File: src/rtl/f_pc_unit.sv
// ----------------------------------------------------------------------------
// f_pc_unit
//
// Fetch-side program counter and F/D pipeline register for the five-stage
// MIPS core. Holds the fetch PC, computes the next PC from the D-stage
// next-PC selection (delayed-branch semantics: the slot instruction already
// in F always proceeds into D; there is no flush), and latches the fetched
// instruction together with its PC into D. A stall freezes every register.
//
// Ports
//   clk         rising-edge clock
//   rst_n       asynchronous active-low reset
//   stall       hazard unit: hold f_pc_q, d_pc_q, d_instr_q
//   npc_op      D-stage next-PC select (0 PC4, 1 BRANCH, 2 J, 3 JR, 4-7 PC4)
//   jump        D-stage comparator result, used only for BRANCH
//   d_imm16     branch offset field of the D instruction
//   d_imm26     jump index field of the D instruction
//   d_rs_data   forwarded rs value for JR
//   f_instr     instruction memory read data at f_pc
//   f_pc        current fetch PC (instruction memory address)
//   d_pc        PC of the instruction held in D
//   d_instr     instruction held in D
//   d_pc_plus8  link value (d_pc + 8)
//   f_pc_oob    f_pc outside instruction memory or not word aligned
//   redirect    next PC is not f_pc + 4 this cycle
// ----------------------------------------------------------------------------
module f_pc_unit #(
   parameter logic [31:0] RESET_PC = 32'h0000_3000,
   parameter logic [31:0] IM_BASE  = 32'h0000_3000,
   parameter int          IM_WORDS = 4096
) (
   input  logic        clk,
   input  logic        rst_n,
   input  logic        stall,
   input  logic [2:0]  npc_op,
   input  logic        jump,
   input  logic [15:0] d_imm16,
   input  logic [25:0] d_imm26,
   input  logic [31:0] d_rs_data,
   input  logic [31:0] f_instr,
   output logic [31:0] f_pc,
   output logic [31:0] d_pc,
   output logic [31:0] d_instr,
   output logic [31:0] d_pc_plus8,
   output logic        f_pc_oob,
   output logic        redirect
);

   localparam logic [2:0] NPC_PC4    = 3'd0;
   localparam logic [2:0] NPC_BRANCH = 3'd1;
   localparam logic [2:0] NPC_J      = 3'd2;
   localparam logic [2:0] NPC_JR     = 3'd3;

   // End of instruction memory computed in 33 bits so a region touching the
   // top of the address space does not wrap to a small value.
   localparam logic [32:0] IM_END = {1'b0, IM_BASE} + (33'(IM_WORDS) * 33'd4);

   logic [31:0] f_pc_q;
   logic [31:0] d_pc_q;
   logic [31:0] d_instr_q;

   logic [31:0] f_pc_plus4;
   logic [31:0] d_pc_plus4;
   logic [31:0] branch_off;
   logic [31:0] branch_tgt;
   logic [31:0] jump_tgt;
   logic [31:0] next_pc;
   logic        take_redirect;

   assign f_pc_plus4 = f_pc_q + 32'd4;
   assign d_pc_plus4 = d_pc_q + 32'd4;

   // Branch offset: sign-extended word offset relative to the slot address.
   assign branch_off = {{14{d_imm16[15]}}, d_imm16, 2'b00};
   assign branch_tgt = d_pc_plus4 + branch_off;
   assign jump_tgt   = {d_pc_plus4[31:28], d_imm26, 2'b00};

   // jump feeds straight into the next-PC mux; it is the critical path, so it
   // is kept as the last select rather than folded into npc_op decoding.
   always_comb begin
      next_pc       = f_pc_plus4;
      take_redirect = 1'b0;
      case (npc_op)
         NPC_BRANCH: begin
            if (jump) begin
               next_pc       = branch_tgt;
               take_redirect = 1'b1;
            end
         end
         NPC_J: begin
            next_pc       = jump_tgt;
            take_redirect = 1'b1;
         end
         NPC_JR: begin
            next_pc       = d_rs_data;
            take_redirect = 1'b1;
         end
         default: begin
            next_pc       = f_pc_plus4;
            take_redirect = 1'b0;
         end
      endcase
   end

   always_ff @(posedge clk or negedge rst_n) begin
      if (!rst_n) begin
         f_pc_q    <= RESET_PC;
         d_pc_q    <= 32'd0;
         d_instr_q <= 32'd0;
      end else if (!stall) begin
         f_pc_q    <= next_pc;
         d_pc_q    <= f_pc_q;
         d_instr_q <= f_instr;
      end
   end

   // A stalled cycle does not take the redirect; D re-evaluates next cycle.
   assign redirect   = !stall && take_redirect;

   assign f_pc       = f_pc_q;
   assign d_pc       = d_pc_q;
   assign d_instr    = d_instr_q;
   assign d_pc_plus8 = d_pc_q + 32'd8;

   assign f_pc_oob   = ({1'b0, f_pc_q} <  {1'b0, IM_BASE}) ||
                       ({1'b0, f_pc_q} >= IM_END)          ||
                       (f_pc_q[1:0] != 2'b00);

endmodule
File: config.mk
export PLATFORM = sky130hd
export DESIGN_NAME = f_pc_unit
export DESIGN_NICKNAME = d
export VERILOG_FILES = /design/src/rtl/f_pc_unit.sv
export SDC_FILE = /design/constraint.sdc
export NUM_CORES = 1
export LEC_CHECK = 0
export ABC_AREA = 1
export CAP_MARGIN = 20
export CELL_PAD_IN_SITES_DETAIL_PLACEMENT = 0
export CELL_PAD_IN_SITES_GLOBAL_PLACEMENT = 1
export CORE_AREA = 5 5 160 162
export DETAILED_ROUTE_END_ITERATION = 8
export DIE_AREA = 0 0 165 167
export GPL_ROUTABILITY_DRIVEN = 0
export HOLD_SLACK_MARGIN = 0.1
export PLACE_DENSITY = 0.9
export SETUP_SLACK_MARGIN = 0.05
export SLEW_MARGIN = 20
export SYNTH_ARGS = -nofsm -noshare
export SYNTH_HDL_FRONTEND = slang
export SYNTH_SLANG_ARGS = --single-unit
File: constraint.sdc
create_clock -name clk -period 8.6 [get_ports clk]
set_clock_uncertainty 0.15 [all_clocks]
set_input_delay 2.58 -clock clk [delete_from_list [all_inputs] [get_ports clk]]
set_output_delay 2.58 -clock clk [all_outputs]
set_load 0.02 [all_outputs]
==> reports/qor.csv, run 1 <==
stage,metric,value,unit
global_routing,Tot GR Track Use,0.245,
floorplanning,die area,27600,um2
placement,Detailed Place HPWL,27900,um
worst_hold_path,worst hold stages,2,
logic_synthesis,Avg Synthesized Cell Area,6.23,um2
clock_network,Post-CTS Resized,0,
sta,RSZ-0062 raised after global routing,no,
pwr,total leakage power,5.52,nW
logic_synthesis,synth top area cells,"dfrtp_1 (28%), nand2_1 (21%), inv_1 (8.8%)",
clock_network,clk_lat worst skew,0.35,ns
logic_synthesis,"area leader, netlist",dfrtp_1,
pwr,clock share of power,0.190,
sta,Fin. Hold Viols,0,
pwr,sw frac,0.455,
global_routing,initial antenna violation count,0,
final_layout,cell area after layout,11500,um2
sta,Max Slew Vio Count,0,
final_layout,diode count,0,
run,Max Cap Violations,0,
clock_network,CTS clock-pin slew for the worst setup and hold paths,0.07,ns
sta,Tmin final,7.31,ns
clock_network,setup repair bufs after CTS,0,
status,status,"complete, no violations",
clock_network,CTS Sinks,96,
floorplanning,Rows,57,
sta,final hold slack,0.335,ns
final_layout,"commonest non-fill, non-tap cell in the layout",nand2_1,
sta,Least-Margin Pin Slew,0.985,ns
pwr,sw power,1.01,mW
global_routing,first-pass GRT wire length,52500,um
pwr,Comb pwr share,0.519,
worst_setup_path,r2r setup slk,4.55,ns
worst_setup_path,worst r2r src,d_pc[2],
final_layout,nets,1737,
sta,setup TNS,0,ns
sta,"Setup violations, final",0,
worst_setup_path,crit path max fanout,13,
worst_hold_path,HP Start,d_instr[29],
placement,dpl cell area,11200,um2
clock_network,CTS Buffer Depth,2,
clock_network,TritonCTS clock tree,built,
logic_synthesis,post-synthesis sequential area ratio,0.282,
worst_setup_path,worst-case reg-to-reg path depth,20,
floorplanning,core box area,24000,um2
logic_synthesis,Post-Syn Nets,1516,
logic_synthesis,Post-Syn Instances,1366,
clock_network,root buffer cell,clkbuf_16,
logic_synthesis,library cells used by synthesis,42,
logic_synthesis,synthesis-stage register bit count,96,
floorplanning,Die H,167,um
detailed_routing,DR iter-0 viols,766,
detailed_routing,Via density,5.01,
placement,PortBufs,242,
global_routing,largest net degree at the start of global routing,69,
final_layout,layout cells sized above 1,0.0408,
pwr,Max rail drop VDD,106,uV
logic_synthesis,post-synth top area share,0.276,
detailed_routing,DR DRC count,0,
worst_setup_path,CP required,5.87,ns
sta,final period utilization,0.850,
final_layout,area delta synth->final,35.4,%
sta,Max Clk Rate,0.137,GHz
detailed_routing,Total Wirelength,34000,um
detailed_routing,iteration count of the initial detailed-routing pass,6,
floorplanning,I/O pin cnt,243,
global_routing,total gr overflow,0,
pwr,sequential share of power,0.291,
logic_synthesis,"Cell Area, Synth",8520,um2
sta,Max-slew headroom,0.339,
worst_setup_path,FF-to-FF End,f_pc[22],
final_layout,most frequent cells in the layout,"nand2_1 (480), clkdlybuf4s50_1 (240), inv_1 (197), nor2_1 (114), nand3_1 (104)",
global_routing,vias in the first global route,9540,
detailed_routing,post-route ant nets,0,
clock_network,Post-CTS Hold Buffers,0,
worst_hold_path,worst hold path class,reg2reg,
worst_hold_path,Hold Path End,d_instr[29],
detailed_routing,via count,9593,
logic_synthesis,Ys Warns,0,
worst_setup_path,CP startpoint kind,primary input,
worst_setup_path,Setup crit end kind,primary output,
floorplanning,die width,165,um
floorplanning,initial core utilization,0.355,
detailed_routing,drt wl/cell,17.7,um
worst_setup_path,critical path type,in2out,
pwr,Internal Power,1.21,mW
clock_network,H-tree depth,3,
clock_network,TritonCTS buffer count,9,
pwr,Power Dens Cells,192,nW/um2
worst_setup_path,CP arrival,4.58,ns
worst max-delay path: stages:
cell and delay, ns:
clkdlybuf4s50_1 0.42, nor2_1 0.11, nand3_1 0.08, buf_4 0.20, inv_1 0.08, nor2_1 0.06, nor2_1 0.33, clkdlybuf4s50_1 0.72
power by group through the flow:
stage | combinational [mW] | clock (mW) | sequential (mW)
3_5_place_dp | 1.14 | 0 | 0.650
6_report | 1.15 | 0.421 | 0.645
2_1_floorplan | 0.608 | 0 | 0.692
5_1_grt | 1.27 | 0.447 | 0.658
3_3_place_gp | 1.13 | 0 | 0.649
4_1_cts | 1.15 | 0.431 | 0.643
routing by layer:
metal,share of wire,GRT usage
met2,0.48,0.416
met1,0.41,0.312
met4,0.028,0.0738
met5,0,0
met3,0.084,0.0487
Yosys cell counts, drive strengths merged:
cell and n:
nand2 485, xor2 42, o21ai 60, and2 5, a21oi 38, xnor2 13, nor4 3, ha 36
nand4 17, or2 2, o211ai 7, nand3b 5, nor2 131, a31oi 8, dfrtp 94, a21o 1
nor3 27, clkbuf 25, mux2i 1, buf 14, o22ai 4, nand3 107, o21bai 7, inv 203
dfstp 2, a32oi 1, a41oi 1, o2111ai 1, fa 1, a22oi 25
flip-flops by register name, indices dropped and copies added (netlist names):
register and cells:
d_instr 32, d_pc 32, f_pc 32
how the worst max path moves through the flow:
stage / slack, ns / to / from
2_1_floorplan: 2.48 / redirect / npc_op[2]
3_3_place_gp: 1.27 / redirect / npc_op[2]
3_5_place_dp: 1.27 / redirect / npc_op[2]
4_1_cts: 1.26 / redirect / npc_op[2]
5_1_grt: 1.07 / redirect / npc_op[2]
6_report: 1.29 / redirect / npc_op[2]
through the flow:
step	power, mW	util	cells	setup WS, ns
after floorplan	1.30	-	1366	2.48
after detailed placement	1.79	0.468	1900	1.27
after CTS	2.22	0.481	1916	1.26
after global placement	1.78	0.468	1900	1.27
final	2.22	0.481	1916	1.29
after global routing	2.37	0.481	1916	1.07
kinds of logic after synthesis:
kind of cell	synth area share
AND/OR/NAND/NOR	0.390
adder cells (fa/ha/maj)	0.0552
XOR/XNOR	0.0566
flip-flops	0.282
multiplexers	0.00118
AO/OA/AOI/OAI	0.105
buffers and inverters	0.110
area by class of cell:
class	count	area (um2)
fill	2542	12400
multi-input combinational	1028	5180
timing repair buffer	249	2470
sequential	96	2400
inverter	203	762
tap	324	405
clock buffer	9	225
clock inverter	7	85.1
Power figures use the tool's default switching activity.
==> inputs of run 2 (changes only) <==
CELL_PAD_IN_SITES_GLOBAL_PLACEMENT = 2   (was 1)
CORE_AREA = 5 5 184 186   (was 5 5 160 162)
DIE_AREA = 0 0 189 191   (was 0 0 165 167)
PLACE_DENSITY = 0.89   (was 0.9)
==> reports/qor.csv, run 2 (same netlist as run 1, synthesis figures left out) <==
stage,metric,value,unit,change
clock_network,clk_lat worst skew,0.35,ns,about the same
detailed_routing,via count,9535,,-0.60%
global_routing,largest net degree at the start of global routing,73,,+5.8%
worst_hold_path,worst hold path class,reg2reg,,
floorplanning,Die H,191,um,+14%
floorplanning,initial core utilization,0.265,,-0.0903
final_layout,layout cells sized above 1,0.0415,,+0.000628
global_routing,initial antenna violation count,0,,unchanged
global_routing,total gr overflow,0,,unchanged
sta,Max-slew headroom,0.376,,+0.0365
pwr,total power draw,2.21,mW,-0.34%
detailed_routing,post-route ant nets,0,,unchanged
sta,Fin. Hold Viols,0,,unchanged
floorplanning,I/O pin cnt,243,,unchanged
clock_network,CTS clock-pin slew for the worst setup and hold paths,0.08,ns,about the same
final_layout,"commonest non-fill, non-tap cell in the layout",nand2_1,,
worst_setup_path,crit path max fanout,13,,unchanged
detailed_routing,iteration count of the initial detailed-routing pass,5,,-1
worst_setup_path,critical-path cell list,clkdlybuf4s50_1 -> nor2_1 -> nand3_1 -> inv_1 -> nor2_1 -> nor2_1 -> clkdlybuf4s50_1,,
global_routing,Tot GR Track Use,0.203,,-0.0417
sta,Max Clk Rate,0.132,GHz,-3.4%
sta,"Setup violations, final",0,,unchanged
final_layout,fillers,3496,,+38%
final_layout,most frequent cells in the layout,"nand2_1 (480), clkdlybuf4s50_1 (240), inv_1 (197), nor2_1 (114), nand3_1 (104)",,
detailed_routing,DR iter-0 viols,527,,-31%
global_routing,vias in the first global route,9508,,-0.34%
worst_setup_path,"delay-heaviest family, CP",buffers and inverters,,
global_routing,first-pass GRT wire length,56300,um,+7.2%
detailed_routing,drt wl/cell,18.8,um,+5.9%
worst_setup_path,Critical Path Max Stage Delay,0.70,ns,-0.02 ns
clock_network,TritonCTS clock tree,built,,
worst_setup_path,critical path type,in2out,,
sta,Tmin final,7.57,ns,+0.259 ns
pwr,Max rail drop VDD,130,uV,+22%
final_layout,final core occ,0.361,,-0.120
worst_setup_path,Crit path buffers/inverters,3,,-1
floorplanning,Rows,66,,+16%
floorplanning,core box area,32100,um2,+34%
worst_setup_path,CP arrival,4.84,ns,+0.26 ns
placement,Detailed Place HPWL,30900,um,+11%
detailed_routing,DR DRC count,0,,unchanged
final_layout,nets,1737,,unchanged
pwr,total leakage power,5.50,nW,-0.37%
pwr,Power Dens Cells,190,nW/um2,-0.99%
worst_setup_path,Setup crit end kind,primary output,,
run,Max Cap Violations,0,,unchanged
clock_network,root buffer cell,clkbuf_16,,
floorplanning,die width,189,um,+15%
placement,PortBufs,242,,unchanged
clock_network,H-tree depth,3,,unchanged
final_layout,area delta synth->final,36.3,%,
worst_setup_path,"slowest stage cell, crit path",clkdlybuf4s50_1,,
floorplanning,die area,36100,um2,+31%
clock_network,setup repair bufs after CTS,0,,unchanged
clock_network,Post-CTS Resized,0,,unchanged
clock_network,TritonCTS buffer count,9,,unchanged
detailed_routing,Total Wirelength,37500,um,+11%
clock_network,CTS Sinks,96,,unchanged
sta,Max Slew Vio Count,0,,unchanged
clock_network,CTS Buffer Depth,2,,unchanged
sta,RSZ-0062 raised after global routing,no,,
worst_setup_path,CP required,5.87,ns,about the same
clock_network,Post-CTS Hold Buffers,0,,unchanged
sta,final period utilization,0.880,,+0.0301
detailed_routing,Via density,4.77,,-4.8%
final_layout,diode count,0,,unchanged
worst_setup_path,CP startpoint kind,primary input,,
sta,Least-Margin Pin Slew,0.937,ns,-0.0487 ns
sta,setup TNS,0,ns,unchanged
worst_setup_path,"most used cell, CP",nor2_1,,
status,status,"complete, no violations",,
==> run 2: changes by cell type in the layout (fill, tap and decap cells not counted) <==
| cell | change |
|---|---|
| clkinv_1 | -1 |
| inv_2 | +1 |
| inv_8 | -2 |
| clkinvlp_4 | +3 |
| bufinv_16 | -1 |
==> run 2: path summary, 6_finish.rpt <==
| check | startpoint | to | slack [ns] | cells after the start |
|---|---|---|---|---|
| setup / recovery | npc_op[2] | redirect | 1.03 | 7 |
| min in group asynchronous | rst_n | d_instr[19] | 1.99 | 1 |
| max in group asynchronous | rst_n | f_pc[2] | 5.04 | 2 |
| setup reg to reg | d_pc[2] | f_pc[22] | 4.33 | 20 |
| hold reg to reg | d_instr[25] | d_instr[25] | 0.33 | 2 |
| hold / removal | d_instr[25] | d_instr[25] | 0.33 | 2 |
==> run 2: final cells by class <==
| type | count | area (um2) | area share |
|---|---|---|---|
| inverter | 203 | 762 | 0.0657 |
| clock buffer | 9 | 225 | 0.0194 |
| clock inverter | 7 | 55.1 | 0.00474 |
| multi-input combinational | 1028 | 5180 | 0.446 |
| timing repair buffer | 249 | 2470 | 0.213 |
| tap | 408 | 510 | 0.0440 |
| sequential | 96 | 2400 | 0.207 |
==> run 2: worst reg2reg max path, stage by stage (launching register included) <==
cell     delay [ns]
dfrtp_1        0.74
ha_1           0.36
inv_1          0.10
nor2_2         0.18
inv_1          0.11
nor2_1         0.41
nand3_1        0.23
xor2_1         0.17
inv_1          0.05
ha_1           0.40
nand2_1        0.12
inv_1          0.08
nand2_1        0.08
nor2_1         0.30
nand3_1        0.19
nand3_1        0.12
nand2_1        0.05
nand3_1        0.10
nand3_1        0.08
o21ai_0        0.09
inv_1          0.05
==> run 2: power breakdown <==
| part | total [mW] | internal (mW) | switching (mW) | leakage [nW] |
|---|---|---|---|---|
| registers | 0.649 | 0.523 | 0.126 | 1.12 |
| logic | 1.17 | 0.455 | 0.711 | 4.26 |
| clock network | 0.394 | 0.199 | 0.195 | 0.121 |
==> run 2: layer usage <==
metal	share of wire	GRT usage	vias to the layer above
met3	0.065	0.0371	38
met4	0.026	0.0589	0
li1	-	-	4773
met2	0.48	0.352	297
met1	0.43	0.258	4427
met5	0	0	-
==> run 2: per-stage QoR <==
step | std cells | instance area (um2) | hold slack, ns | worst slack [ns]
after floorplan | 1366 | 8520 | 0.435 | 2.48
after global placement | 1984 | 11300 | 0.310 | 1.02
after detailed placement | 1984 | 11300 | 0.314 | 1.01
after CTS | 2000 | 11600 | 0.335 | 0.992
after global routing | 2000 | 11600 | 0.352 | 0.827
final | 2000 | 11600 | 0.332 | 1.03
==> inputs of run 3 (changes only) <==
HOLD_SLACK_MARGIN = 0.08   (was 0.1)
PLACE_DENSITY = 0.83   (was 0.89)
==> reports/qor.csv, run 3 (same netlist as run 1, synthesis figures left out) <==
stage,metric,value,unit,change
final_layout,nets,1739,,+0.12%
floorplanning,die width,189,um,unchanged
final_layout,most frequent cells in the layout,"nand2_1 (480), clkdlybuf4s50_1 (240), inv_1 (198), nor2_1 (114), nand3_1 (104)",,
sta,Fin. Hold Viols,0,,unchanged
status,status,"complete, no violations",,
worst_setup_path,crit path max fanout,13,,unchanged
clock_network,H-tree depth,3,,unchanged
worst_setup_path,"slowest stage cell, crit path",clkdlybuf4s50_1,,
detailed_routing,DR DRC count,0,,unchanged
global_routing,first-pass GRT wire length,57300,um,+1.7%
worst_hold_path,worst hold path class,reg2reg,,
worst_setup_path,CP startpoint kind,primary input,,
global_routing,total gr overflow,0,,unchanged
worst_setup_path,CP required,5.87,ns,about the same
worst_setup_path,"most used cell, CP",nor2_1,,
sta,final period utilization,0.850,,-0.0302
clock_network,CTS Buffer Depth,2,,unchanged
placement,PortBufs,242,,unchanged
clock_network,Post-CTS Resized,0,,unchanged
floorplanning,core box area,32100,um2,unchanged
sta,Max Clk Rate,0.137,GHz,+3.5%
clock_network,Post-CTS Hold Buffers,0,,unchanged
sta,Max Slew Vio Count,0,,unchanged
detailed_routing,Via density,4.71,,-1.3%
pwr,total leakage power,5.53,nW,+0.53%
pwr,Max rail drop VDD,89.7,uV,-31%
clock_network,TritonCTS clock tree,built,,
sta,RSZ-0062 raised after global routing,no,,
sta,Max-slew headroom,0.389,,+0.0138
sta,Least-Margin Pin Slew,0.913,ns,-0.0236 ns
clock_network,CTS Sinks,96,,unchanged
final_layout,cell area after layout,11600,um2,+0.33%
floorplanning,Rows,66,,unchanged
worst_setup_path,critical-path cell list,clkdlybuf4s50_1 -> nor2_1 -> nand3_1 -> buf_4 -> inv_1 -> nor2_1 -> nor2_1 -> clkdlybuf4s50_1,,
clock_network,setup repair bufs after CTS,0,,unchanged
final_layout,layout cells sized above 1,0.0420,,+0.000575
floorplanning,Die H,191,um,unchanged
worst_setup_path,"delay-heaviest family, CP",buffers and inverters,,
global_routing,largest net degree at the start of global routing,63,,-14%
detailed_routing,post-route ant nets,0,,unchanged
detailed_routing,DR iter-0 viols,604,,+15%
global_routing,Tot GR Track Use,0.208,,+0.00455
final_layout,area delta synth->final,36.7,%,
sta,Tmin final,7.31,ns,-0.259 ns
worst_setup_path,Crit path buffers/inverters,4,,+1
detailed_routing,iteration count of the initial detailed-routing pass,5,,unchanged
worst_setup_path,Setup crit end kind,primary output,,
worst_setup_path,critical path type,in2out,,
final_layout,diode count,0,,unchanged
floorplanning,I/O pin cnt,243,,unchanged
detailed_routing,Total Wirelength,37800,um,+0.83%
run,Max Cap Violations,0,,unchanged
clock_network,CTS clock-pin slew for the worst setup and hold paths,0.07,ns,about the same
detailed_routing,drt wl/cell,18.9,um,+0.73%
floorplanning,die area,36100,um2,unchanged
worst_setup_path,Critical Path Max Stage Delay,0.69,ns,about the same
clock_network,TritonCTS buffer count,9,,unchanged
floorplanning,initial core utilization,0.265,,unchanged
placement,dpl cell area,11300,um2,+0.13%
final_layout,"commonest non-fill, non-tap cell in the layout",nand2_1,,
clock_network,root buffer cell,clkbuf_16,,
detailed_routing,via count,9423,,-1.2%
global_routing,vias in the first global route,9626,,+1.2%
placement,Detailed Place HPWL,31400,um,+1.4%
worst_setup_path,CP arrival,4.58,ns,-0.26 ns
global_routing,initial antenna violation count,0,,unchanged
clock_network,clk_lat worst skew,0.36,ns,about the same
pwr,Power Dens Cells,193,nW/um2,+1.2%
sta,"Setup violations, final",0,,unchanged
sta,setup TNS,0,ns,unchanged
run 3: final cells by class:
cell class / count / area (um2)
tap: 408 / 510
multi-input combinational: 1028 / 5180
inverter: 203 / 762
sequential: 96 / 2400
clock inverter: 7 / 78.8
clock buffer: 9 / 225
fill: 3498 / 20500
timing repair buffer: 251 / 2480
run 3: path summary, 6_finish.rpt:
kind                             startpoint          end  slack, ns  depth (start not counted)
max in group asynchronous             rst_n   d_instr[0]       5.07                          2
worst min-delay path            d_instr[14]  d_instr[14]       0.33                          2
worst min register to register  d_instr[14]  d_instr[14]       0.33                          2
worst max-delay path              npc_op[2]     redirect       1.29                          8
min in group asynchronous             rst_n      f_pc[0]       2.08                          1
worst max register to register      d_pc[2]     f_pc[22]       4.26                         20
run 3: routing by layer:
metal | wire length [um] | share of wire | vias to the layer above | track usage
met5 | 0 | 0 | - | 0
met4 | 852 | 0.023 | 0 | 0.0541
met3 | 2200 | 0.058 | 39 | 0.0382
met2 | 18100 | 0.48 | 266 | 0.357
met1 | 16700 | 0.44 | 4353 | 0.269
li1 | - | - | 4765 | -
run 3: worst reg2reg max path, stage by stage (launching register included):
cell and delay (ns):
dfrtp_1 0.72, ha_1 0.37, inv_1 0.10, nor2_2 0.19, inv_1 0.12, nor2_1 0.35
nand3_1 0.24, xor2_1 0.18, inv_1 0.06, ha_1 0.37, nand2_1 0.10, inv_1 0.08
nand2_1 0.10, nor2_1 0.31, nand3_1 0.21, nand3_1 0.13, nand2_1 0.05, nand3_1 0.17
nand3_1 0.11, o21ai_0 0.09, inv_1 0.05
run 3: power by group:
group          internal (mW)  switching, mW
Combinational          0.455          0.718
Sequential             0.523          0.126
Clock                  0.228          0.193
run 3: through the flow:
| step | instances | power, mW | hold WS, ns | utilization | setup WS [ns] |
|---|---|---|---|---|---|
| after CTS | 2002 | 2.27 | 0.339 | 0.362 | 1.27 |
| after detailed placement | 1986 | 1.83 | 0.315 | 0.353 | 1.29 |
| after global placement | 1986 | 1.83 | 0.310 | 0.353 | 1.28 |
| after floorplan | 1366 | 1.30 | 0.435 | - | 2.48 |
| after global routing | 2002 | 2.41 | 0.363 | 0.362 | 1.14 |
| final | 2002 | 2.24 | 0.333 | 0.362 | 1.29 |
